`config.mk`:
```
export PLATFORM = sky130hd
export DESIGN_NAME = multichannel_enable_delay_flat
export DESIGN_NICKNAME = d
export VERILOG_FILES = /design/src/rtl/multichannel_enable_delay_if.sv /design/src/rtl/multichannel_enable_delay.sv /design/src/flat_wrapper.sv
export SDC_FILE = /design/constraint.sdc
export NUM_CORES = 1
export LEC_CHECK = 0
export CORE_MARGIN = 5
export CORE_UTILIZATION = 51
export DETAILED_ROUTE_END_ITERATION = 6
export GPL_TIMING_DRIVEN = 1
export PLACE_DENSITY = 0.82
export SLEW_MARGIN = 20
export SYNTH_ARGS = -nofsm -noshare
export SYNTH_HDL_FRONTEND = slang
export SYNTH_SLANG_ARGS = --single-unit
```
`constraint.sdc`:
```
create_clock -name clock -period 2.7 [get_ports clock]
set_input_delay 0.405 -clock clock [delete_from_list [all_inputs] [get_ports clock]]
set_output_delay 0.405 -clock clock [all_outputs]
set_load 0.02 [all_outputs]
```
`src/rtl/multichannel_enable_delay_if.sv`:
```
// Enable-delay bus: raw enables and packed per-channel delays in,
// delayed enables and countdown status out.
interface multichannel_enable_delay_if #(
  parameter int N_CHANNELS    = 4,
  parameter int COUNTER_WIDTH = 16
);
  logic [N_CHANNELS-1:0]               enable;
  logic [N_CHANNELS*COUNTER_WIDTH-1:0] rise_delay;
  logic [N_CHANNELS*COUNTER_WIDTH-1:0] fall_delay;
  logic [N_CHANNELS-1:0]               delayed_enable;
  logic [N_CHANNELS-1:0]               busy;

  modport master (
    output enable, rise_delay, fall_delay,
    input  delayed_enable, busy
  );

  modport slave (
    input  enable, rise_delay, fall_delay,
    output delayed_enable, busy
  );
endinterface

```
`src/rtl/multichannel_enable_delay.sv`:
```
// N independent enable channels, each with programmable turn-on and turn-off
// delays; pulses no longer than the applicable delay are swallowed.
module multichannel_enable_delay #(
  parameter int N_CHANNELS    = 4,
  parameter int COUNTER_WIDTH = 16
) (
  input  logic                       clock,
  input  logic                       reset,
  multichannel_enable_delay_if.slave bus
);

  localparam logic [1:0] S_OFF       = 2'd0;
  localparam logic [1:0] S_RISE_WAIT = 2'd1;
  localparam logic [1:0] S_ON        = 2'd2;
  localparam logic [1:0] S_FALL_WAIT = 2'd3;

  localparam logic [COUNTER_WIDTH-1:0] ONE = COUNTER_WIDTH'(1);

  logic [1:0]               state_q [N_CHANNELS];
  logic [1:0]               state_d [N_CHANNELS];
  logic [COUNTER_WIDTH-1:0] count_q [N_CHANNELS];
  logic [COUNTER_WIDTH-1:0] count_d [N_CHANNELS];
  logic [N_CHANNELS-1:0]    out_q, out_d;
  logic [N_CHANNELS-1:0]    busy_q, busy_d;

  always_comb begin
    out_d  = out_q;
    busy_d = '0;
    for (int unsigned i = 0; i < N_CHANNELS; i++) begin
      logic [COUNTER_WIDTH-1:0] rd, fd;
      rd         = bus.rise_delay[i*COUNTER_WIDTH +: COUNTER_WIDTH];
      fd         = bus.fall_delay[i*COUNTER_WIDTH +: COUNTER_WIDTH];
      state_d[i] = state_q[i];
      count_d[i] = count_q[i];
      case (state_q[i])
        S_OFF: begin
          if (bus.enable[i]) begin
            if (rd == '0) begin
              state_d[i] = S_ON;
              out_d[i]   = 1'b1;
            end else begin
              state_d[i] = S_RISE_WAIT;
              count_d[i] = rd;
            end
          end
        end
        S_RISE_WAIT: begin
          if (!bus.enable[i]) begin
            state_d[i] = S_OFF;
          end else if (count_q[i] == ONE) begin
            state_d[i] = S_ON;
            out_d[i]   = 1'b1;
          end else begin
            count_d[i] = count_q[i] - ONE;
          end
        end
        S_ON: begin
          if (!bus.enable[i]) begin
            if (fd == '0) begin
              state_d[i] = S_OFF;
              out_d[i]   = 1'b0;
            end else begin
              state_d[i] = S_FALL_WAIT;
              count_d[i] = fd;
            end
          end
        end
        default: begin
          // FALL_WAIT: a returning enable cancels the turn-off, output never dips.
          if (bus.enable[i]) begin
            state_d[i] = S_ON;
          end else if (count_q[i] == ONE) begin
            state_d[i] = S_OFF;
            out_d[i]   = 1'b0;
          end else begin
            count_d[i] = count_q[i] - ONE;
          end
        end
      endcase
      busy_d[i] = (state_d[i] == S_RISE_WAIT) || (state_d[i] == S_FALL_WAIT);
    end
  end

  always_ff @(posedge clock) begin
    if (!reset) begin
      for (int unsigned i = 0; i < N_CHANNELS; i++) begin
        state_q[i] <= S_OFF;
        count_q[i] <= '0;
      end
      out_q  <= '0;
      busy_q <= '0;
    end else begin
      for (int unsigned i = 0; i < N_CHANNELS; i++) begin
        state_q[i] <= state_d[i];
        count_q[i] <= count_d[i];
      end
      out_q  <= out_d;
      busy_q <= busy_d;
    end
  end

  assign bus.delayed_enable = out_q;
  assign bus.busy           = busy_q;

endmodule

```
`src/flat_wrapper.sv`:
```
// flat-port wrapper written by rule: the top's interface ports become plain ports
module multichannel_enable_delay_flat 
#(
  parameter int N_CHANNELS    = 4,
  parameter int COUNTER_WIDTH = 16
)
  (clock, reset, bus_enable, bus_rise_delay, bus_fall_delay, bus_delayed_enable, bus_busy);
  multichannel_enable_delay_if #(.N_CHANNELS(N_CHANNELS), .COUNTER_WIDTH(COUNTER_WIDTH)) bus_i ();
  input  logic clock;
  input  logic reset;
  input wire logic [$bits(bus_i.enable)-1:0] bus_enable;
  input wire logic [$bits(bus_i.rise_delay)-1:0] bus_rise_delay;
  input wire logic [$bits(bus_i.fall_delay)-1:0] bus_fall_delay;
  output wire logic [$bits(bus_i.delayed_enable)-1:0] bus_delayed_enable;
  output wire logic [$bits(bus_i.busy)-1:0] bus_busy;
  assign bus_i.enable = bus_enable;
  assign bus_i.rise_delay = bus_rise_delay;
  assign bus_i.fall_delay = bus_fall_delay;
  assign bus_delayed_enable = bus_i.delayed_enable;
  assign bus_busy = bus_i.busy;
  multichannel_enable_delay #(.N_CHANNELS(N_CHANNELS), .COUNTER_WIDTH(COUNTER_WIDTH)) u_core (.clock(clock), .reset(reset), .bus(bus_i));
endmodule
```
* Yosys cells after proc, flatten, opt, wreduce, memory -nomap -nowiden
Memory sizes are Yosys's and may differ from the RTL's.
Index checks and enable logic that the tools add are counted.
** Storage, ports and cells
- Bits in latches :: 0
- Output and inout port bits :: 8
- Input bits :: 134
- Bits in registers :: 8
- Bits in writable memories :: 72
- Memory bits (read-only) :: 0
- Memories :: 2
** Memories
- u_core.count_q :: depth 4, width 16, rd ports 4, clocked after Yosys merged registers in 0, wr ports 4, line multichannel_enable_delay.sv:21 : logic [COUNTER_WIDTH-1:0] count_q [N_CHANNELS];
- u_core.state_q :: depth 4, width 2, rd ports 4, clocked after Yosys merged registers in 0, wr ports 4, line multichannel_enable_delay.sv:19 : logic [1:0] state_q [N_CHANNELS];
** Cells by class
- Add/sub/neg operators :: 4
- $lt $le $gt $ge :: 0
- Bitwise gates (word level) :: 8
- Shift operators :: 0
- Reductions and logical operators :: 24
- Div/mod/pow operators :: 0
- Equal/unequal tests :: 48
- Muxes and demuxes :: 114
- $mul :: 0
** Operators with widths (number)
- $mux 16 :: 32
- $pmux 16 s3 :: 4
- $logic_not 16->1 :: 8
- $mux 2 :: 36
- $eq 16x1->1 const B :: 4
- $sub 16x1->16 const B :: 4
- $mux 1 :: 34
- $reduce_and 8->1 :: 4
- $ne 2x1->1 const B :: 12
- $ne 2x2->1 const B :: 12
- $pmux 2 s3 :: 4
- $eq 2x1->1 const B :: 8
- $eq 2x2->1 const B :: 8
- $ne 3x1->1 const B :: 4
- $pmux 1 s3 :: 4
- $reduce_bool 3->1 :: 4
- $logic_not 2->1 :: 4
- $or 1x1->1 :: 8
- $logic_or 1x1->1 :: 4

* Longest topological paths before layout
Gate-level depths: netlist (run 1).
- Depth in word-level cells :: 6
- Gate-level depth with buffers :: 9
- Depth with buffers taken out :: 8

* Worst setup path after synthesis (run 1)
OpenSTA, ideal clock, no wires.
- Path kind :: flip-flop to flip-flop
- From :: memory u_core.count_q[2][0], in the netlist u_core.count_q[0][32]
- To :: memory u_core.count_q[2][14], in the netlist u_core.count_q[0][46]
- Arrival :: 2.030 ns
- Setup slack :: 0.539 ns
- Cell stages (with the launch flop) :: 9
- Library setup time :: 0.131 ns
- Cells stage by stage :: dfxtp_1 > inv_1 > ha_1 > or3b_2 > nor4_1 > nand3b_1 > o31a_1 > o21ai_0 > a21oi_1
** RTL lines (line)
- start, declared :: multichannel_enable_delay.sv:21

==> out/metrics.yaml, run 1 <==
die_w_um: 116
final_core_util_pct: 68.0
drt_iter0_markers: 427
crit_chain: "inv_1, ha_1, or3b_2, nor4_1, buf_4, nand3b_1, o31a_1, o21ai_0, a21oi_1"
grt_use_total_pct: 25.0
setup_viol: 0
top_layer: "met4"
rsz0062_at_grt: "no"
ys_types: 58
synth_top_area_share_pct: 26.7
gp_congestion: 0.860
worst_setup_path_end_kind: "flop"
crit_path_start: "u_core.count_q[0][32]"
fmax_mhz: 436
cts_resized: 0
dpl.hpwl_um: 12800
port_buffers: 141
yosysSeqAreaShare_pct: 26.7
setup_tns_ns: 0
startpoint_type: "flop"
drv_slew: 0
cp.arrival_ns: 2.54
synth_most_common_cell: "nand2_1"
post_cts_buffers: 0
cp_max_fo: 6
critical_path_required_ns: 2.95
ys.flop_type: "dfxtp_1"
drv_cap: 0
stdcell_area_um2: 7410
power_leakage_nw: 2.59
dieArea_um2: 13400
grt_max_degree: 44
crit_family: "simple AND/OR/NAND/NOR gates"
ys_seq_elements: 76
drt_first_pass_iters: 7
drt-met1-wl_um: 7440
synth_edf_count: 0
critPathSlowestCell: "or3b_2"
vias: 6405
fin_crit_sh_pct: 84.9
initial_utilization_pct: 52.3
synth_common_cells: "nand2_1, a21oi_1, dfxtp_1"
clk_latency_ns: 0.37
cts_max_path_buffers: 2
drcViolationCount: 0
worst_pin_slew_ns: 0.584
ios: 142
routed-wl-met3_um: 1220
hp-class: "flop to flop"
ant_nets: 0
pwr_density_cell_nw_per_um2: 546
outcome: "complete, no violations"
clkSinkCount: 76
worstReg2RegStart: "u_core.count_q[0][32]"
syn_avg_cell_area_um2: 7.19
gr-total-overflow: 0
synth_area_leader_cell: "dfxtp_1"
place_area_um2: 7220
ys_async_sr_fraction_pct: 0
hp-start: "u_core.count_q[0][30]"
yosys_warnings: 0
cts_buffers: 9
die_y_um: 116
coreArea_um2: 10900
clockRootBuffer: "clkbuf_8"
wl_per_cell_um: 16.3
syn_area_um2: 5700
criticalPathCategory: "flop to flop"
routed-wl-met2_um: 8360
skew_ns: 0.0102
totalWireLength_um: 17100
grt_pass1_wl_um: 27900
post-route-min-period_ns: 2.29
cts_tree: "built"
syn2layout_area_growth_pct: 30.0
path_clk_slew_ns: 0.08
antenna_found_initial: 0
htree_levels: 3
avgViaCountPerCell: 6.08
ys_top_cells_by_area: "dfxtp_1, mux2i_1, a21oi_1"
synth_nets: 934
grt_pass1_vias: 6055
antenna_cells: 0
num_rows: 38
critPathMaxStageDelay_ns: 0.52
slew_headroom_pct: 60.7
synth_cells: 792
critPathBufInv: 2
finalHoldViolations: 0
hold_buffers: 0
drive_gt1_share_pct: 6.35
nets: 1050
ir_worst_vdd_mv: 0.424
-- flip-flops by register name (all words and copies together), names as in the netlist --
signal / flops
u_core.bus.busy: 3
u_core.bus.delayed_enable: 4
u_core.count_q: 64
u_core.state_q: 5
-- area by class of cell --
type                            instances  area, um^2
Fill cell                             914        3480
Clock inverter                          4        22.5
Clock buffer                           12         165
Inverter                               25        93.8
Tap cell                              140         175
Timing Repair Buffer                  166        1610
Multi-Input combinational cell        630        3820
Sequential cell                        76        1520
-- through the flow --
| step | std cells | hold WS [ns] | total power, mW | worst slack [ns] |
|---|---|---|---|---|
| floorplan | 792 | 0.439 | 2.63 | 0.539 |
| global placement | 1037 | 0.452 | 3.14 | 0.154 |
| detailed placement | 1037 | 0.465 | 3.20 | 0.0500 |
| CTS | 1053 | 0.477 | 4.05 | 0.422 |
| global route | 1053 | 0.494 | 4.34 | 0.152 |
| finish | 1053 | 0.478 | 4.04 | 0.408 |
-- worst paths after layout --
path                                end  slack (ns)  depth (start not counted)
setup / recovery  u_core.count_q[0][46]        0.41                          9
hold / removal    u_core.count_q[0][30]        0.48                          2
setup reg to reg  u_core.count_q[0][46]        0.41                          9
hold reg to reg   u_core.count_q[0][30]        0.48                          2
-- logic make-up after synthesis --
logic type / count (synthesis) / synth area share, %
and+or+nand+nor: 306 / 26.7
AOI/OAI and AO/OA: 250 / 26.8
buffers and inverters: 86 / 6.26
DFF: 76 / 26.7
muxes: 65 / 11.6
adders and majority gates: 8 / 1.76
xor gates and xnor gates: 1 / 0.154
-- layer usage --
| layer | vias up | track usage, % |
|---|---|---|
| li1 | 3173 | - |
| met1 | 2999 | 32.2 |
| met2 | 222 | 42.8 |
| met3 | 11 | 5.95 |
| met4 | 0 | 5.18 |
| met5 | - | 0 |
-- report_power, final --
part	leakage (nW)	switching [mW]	internal [mW]
sequential	0.625	0.148	1.27
combinational	1.87	0.991	0.790
clock	0.0982	0.437	0.404
total	2.59	1.58	2.47
-- layout by cell type, fill, tap and decap left out, types with 23 or more instances in the layout --
master	count
clkdlybuf4s50_1	141
nand2_1	96
a21oi_1	81
dfxtp_1	76
o21ai_0	71
nor2_1	66
mux2i_1	61
nor4_1	40
buf_4	24
inv_1	23
-- worst register-to-register path, stage by stage, from the launching register on --
cell and delay, ns:
dfxtp_1 0.37, inv_1 0.08, ha_1 0.20, or3b_2 0.52, nor4_1 0.18, buf_4 0.17
nand3b_1 0.15, o31a_1 0.26, o21ai_0 0.15, a21oi_1 0.08
(Power assumes the default switching activity.)
==> inputs of run 2 (changes only) <==
Settings changed: CORE_UTILIZATION 51 to 46, PLACE_DENSITY 0.82 to 0.78.
Clock period 2.7 ns to 2 ns, I/O delays scaled along.
==> out/metrics.yaml, run 2 (synthesis gave the netlist of run 1 again) <==
outcome: "finished with violations"
violations: "setup timing"
slew_headroom_pct: 67.1  # +6.3 points
cts_buffers: 9  # unchanged
fill_cells: 967  # +5.8%
antenna_cells: 0  # unchanged
cp_max_fo: 6  # unchanged
drt_first_pass_iters: 5  # -2
coreArea_um2: 12100  # +11%
cp.arrival_ns: 2.31  # -0.23 ns
dpl.hpwl_um: 13300  # +3.2%
power_mw: 6.54  # +62%
skew_ns: 0.00641  # -0.00378 ns
drv_cap: 0  # unchanged
htree_levels: 3  # unchanged
path_clk_slew_ns: 0.06  # -0.02 ns
antenna_found_initial: 0  # unchanged
cts_tree: "built"
worst_setup_path_end_kind: "flop"
gr-total-overflow: 0  # unchanged
vias: 6735  # +5.2%
wl_per_cell_um: 15.6  # -3.9%
startpoint_type: "flop"
clockRootBuffer: "clkbuf_16"
num_rows: 40  # +5.3%
grt_max_degree: 49  # +11%
setup_ws_ns: -0.0640  # -0.472 ns
layout_common_cells: "clkdlybuf4s50_1, buf_4, nand2_1, a21oi_1, dfxtp_1"
clk_latency_ns: 0.34  # -0.03 ns
ant_nets: 0  # unchanged
dp_cells: 1140  # +9.9%
dieArea_um2: 14700  # +9.9%
regMostFlops: "u_core.count_q"
finalHoldViolations: 0  # unchanged
final_core_util_pct: 69.9  # +1.9 points
final_common_cell: "clkdlybuf4s50_1"
avgViaCountPerCell: 5.81  # -4.5%
ios: 142  # unchanged
grt_use_total_pct: 23.3  # -1.7 points
rsz0062_at_grt: "yes"
die_y_um: 121  # +4.8%
power_leakage_nw: 3.11  # +20%
cts_max_path_buffers: 2  # unchanged
fmax_mhz: 484  # +11%
drt_iter0_markers: 576  # +35%
initial_utilization_pct: 47.2  # -5.1 points
fin_crit_sh_pct: 103  # +18 points
criticalPathCategory: "flop to flop"
die_w_um: 121  # +4.8%
fin_cells: 1160  # +10%
place_ws_ns: -0.320  # -0.370 ns
grt_pass1_wl_um: 28800  # +3.2%
holdPathStages: 2  # unchanged
critical_path_required_ns: 2.24  # -0.71 ns
drive_gt1_share_pct: 17.4  # +11 points
clkSinkCount: 76  # unchanged
largest_reg_flops: 64  # unchanged
totalWireLength_um: 18100  # +5.8%
syn2layout_area_growth_pct: 48.1
ir_worst_vdd_mv: 0.369  # -13%
worstRegToRegCells: 6  # -3
drv_slew: 0  # unchanged
drcViolationCount: 0  # unchanged
post-route-min-period_ns: 2.06  # -0.228 ns
worst_pin_slew_ns: 0.489  # -0.0941 ns
setup_viol: 1  # +1
port_buffers: 141  # unchanged
pwr_density_cell_nw_per_um2: 776  # +42%
hp-class: "flop to flop"
nets: 1129  # +7.5%
grt_pass1_vias: 6248  # +3.2%
gp_congestion: 0.890  # +3.5%
[run 2: changes by cell type in the layout (fill, tap and decap cells not counted), sizes merged]
| cell | before | now |
|---|---|---|
| clkinv | 4 | 3 |
| clkbuf | 12 | 14 |
| dlymetal6s2s | 0 | 1 |
| clkdlybuf4s50 | 141 | 140 |
| buf | 25 | 102 |
| bufinv | 0 | 1 |
[run 2: per-layer routing]
| metal | vias to the layer above | global-route usage (%) | wire (um) |
|---|---|---|---|
| met2 | 277 | 36.8 | 8220 |
| met3 | 16 | 4.80 | 1520 |
| met1 | 3098 | 32.1 | 8210 |
| li1 | 3344 | - | - |
| met5 | - | 0 | 0 |
| met4 | 0 | 6.72 | 172 |
[run 2: area by class of cell]
cell class / instances / area [um^2] / area share, %
clock inverters: 4 / 47.5 / 0.564
well taps: 168 / 210 / 2.49
repair buffers: 245 / 2270 / 26.9
inverters: 25 / 93.8 / 1.11
clock buffers: 12 / 256 / 3.04
flip-flops and latches: 76 / 1530 / 18.1
multi-input cells: 630 / 4030 / 47.8
[run 2: critical path: stages (launching register included)]
cell     delay [ns]
dfxtp_2        0.35
or4_4          0.54
or3_4          0.36
or3_4          0.34
nor2_1         0.09
a21oi_1        0.07
o32ai_1        0.23
[run 2: metrics by stage]
step / hold slack (ns) / setup TNS (ns) / instance area (um^2)
6_report: 0.471 / -0.0640 / 8440
5_1_grt: 0.496 / -0.188 / 8440
4_1_cts: 0.472 / -0.0533 / 8190
3_5_place_dp: 0.464 / -15.37 / 7860
3_3_place_gp: 0.458 / -12.80 / 7860
2_1_floorplan: 0.439 / 0 / 5720
[run 2: final timing paths]
check | endpoint | from | slack [ns]
hold reg to reg | u_core.count_q[0][20] | u_core.count_q[0][20] | 0.47
setup / recovery | u_core.count_q[0][63] | u_core.count_q[0][48] | -0.06
setup reg to reg | u_core.count_q[0][63] | u_core.count_q[0][48] | -0.06
hold / removal | u_core.count_q[0][20] | u_core.count_q[0][20] | 0.47
[run 2: timing repair]
action | in CTS | in global routing
hold buffers | 0 | 0
pin swaps | 0 | 4
gates resized for setup | 8 | 41
buffers inserted | 0 | 2
cloned | 0 | 2
endpoints found under the setup margin | 5 | 63
[run 2: where the power goes]
group | total (mW) | switching (mW) | internal (mW)
combinational | 2.95 | 1.52 | 1.43
sequential | 1.92 | 0.197 | 1.72
clock | 1.67 | 0.642 | 1.03
total | 6.54 | 2.36 | 4.19
==> inputs of run 3 (changes only) <==
Settings changed: CORE_MARGIN 5 to 1.
==> out/metrics.yaml, run 3 (synthesis gave the netlist of run 1 again) <==
outcome: "finished with violations"
violations: "setup timing"
drcViolationCount: 0  # unchanged
drv_cap: 0  # unchanged
ant_nets: 0  # unchanged
clockRootBuffer: "clkbuf_16"
port_buffers: 141  # unchanged
place_area_um2: 7910  # +0.60%
syn2layout_area_growth_pct: 51.1
post-route-min-period_ns: 2.06  # -0.00138 ns
coreArea_um2: 12100  # unchanged
criticalPathCategory: "flop to flop"
drt_first_pass_iters: 5  # unchanged
slew_headroom_pct: 67.9  # +0.78 points
grt_pass1_vias: 6393  # +2.3%
fmax_mhz: 485  # about the same
place_ws_ns: -0.336  # -0.0159 ns
num_rows: 40  # unchanged
drt_iter0_markers: 496  # -14%
die_y_um: 113  # -6.6%
cts_max_path_buffers: 2  # unchanged
grt_pass1_wl_um: 28700  # -0.50%
grt_use_total_pct: 27.2  # +3.9 points
gp_congestion: 0.904  # +1.6%
skew_ns: 0.00999  # +0.00358 ns
dieArea_um2: 12800  # -13%
gr-total-overflow: 0  # unchanged
fin_crit_sh_pct: 103  # about the same
path_clk_slew_ns: 0.06  # about the same
clk_latency_ns: 0.34  # about the same
dpl.hpwl_um: 12800  # -3.8%
worst_setup_path_end_kind: "flop"
clkSinkCount: 76  # unchanged
htree_levels: 3  # unchanged
rsz0062_at_grt: "yes"
setup_ws_ns: -0.0627  # +0.00138 ns
initial_utilization_pct: 47.2  # unchanged
avgViaCountPerCell: 5.80  # about the same
die_w_um: 113  # -6.6%
startpoint_type: "flop"
hold_buffers: 0  # unchanged
critical_path_required_ns: 2.25  # about the same
antenna_cells: 0  # unchanged
setup_viol: 4  # +3
nets: 1143  # +1.2%
cts_buffers: 9  # unchanged
finalHoldViolations: 0  # unchanged
ir_worst_vdd_mv: 0.541  # +47%
drive_gt1_share_pct: 19.3  # +1.8 points
wl_per_cell_um: 15.5  # -0.49%
pwr_density_cell_nw_per_um2: 798  # +2.9%
regMostFlops: "u_core.count_q"
cp_max_fo: 3  # -3
cp.arrival_ns: 2.31  # about the same
vias: 6815  # +1.2%
grt_max_degree: 41  # -16%
hold_slack_ns: 0.469  # -0.00165 ns
totalWireLength_um: 18200  # +0.71%
largest_reg_flops: 64  # unchanged
worst_pin_slew_ns: 0.478  # -0.0117 ns
antenna_found_initial: 0  # unchanged
layout_common_cells: "clkdlybuf4s50_1, buf_4, nand2_1, a21oi_1, dfxtp_1"
drv_slew: 0  # unchanged
power_leakage_nw: 3.20  # +3.0%
final_core_util_pct: 71.4  # +1.4 points
stdcell_area_um2: 8610  # +2.0%
ios: 142  # unchanged
cts_tree: "built"
hp-class: "flop to flop"
final_common_cell: "clkdlybuf4s50_1"
run 3: final cells by class:
type                    count  area (um^2)
repair buffers            259         2390
well taps                 168          210
clock inverters             5         81.3
multi-input cells         630         4060
flip-flops and latches     76         1530
clock buffers              11          253
fillers                   957         3450
inverters                  25         93.8
run 3: worst paths after layout:
path | from | to | slack, ns | cells past startpoint
setup / recovery | u_core.count_q[0][48] | u_core.count_q[0][63] | -0.06 | 6
hold / removal | u_core.count_q[0][20] | u_core.count_q[0][20] | 0.47 | 2
setup reg to reg | u_core.count_q[0][48] | u_core.count_q[0][63] | -0.06 | 6
hold reg to reg | u_core.count_q[0][20] | u_core.count_q[0][20] | 0.47 | 2
run 3: power breakdown:
part	leakage (nW)	switching [mW]	total [mW]	internal, mW
clock	0.162	0.690	1.85	1.16
sequential	0.627	0.195	1.92	1.72
combinational	2.41	1.58	3.10	1.52
total	3.20	2.46	6.87	4.41
run 3: routing by layer:
metal	track usage [%]	vias up	part of all wire (%)
met5	0	-	0
met1	33.5	3140	44
li1	-	3360	-
met2	46.5	279	48
met3	6.16	36	6.9
met4	9.65	0	1.8
run 3: critical path, cell delays in order (launching register included):
cell and delay, ns:
dfxtp_2 0.33, or4_4 0.54, or3_4 0.37, or3_4 0.35, nor2_1 0.09, a21oi_1 0.07, o32ai_1 0.22
run 3: what timing repair did:
item,4_1_cts,5_1_grt
pin swaps,1,16
resized for setup,8,60
endpoints found under the setup margin,3,51
setup buffers,2,6
hold endpoints to repair,0,0
gates cloned,0,2
run 3: per-stage QoR:
| step | cells | TNS (ns) | total power, mW |
|---|---|---|---|
| floorplan | 792 | 0 | 3.57 |
| global placement | 1148 | -12.62 | 4.64 |
| detailed placement | 1148 | -15.34 | 4.68 |
| CTS | 1166 | -0.0677 | 6.59 |
| global route | 1174 | -1.07 | 7.27 |
| finish | 1174 | -0.160 | 6.87 |
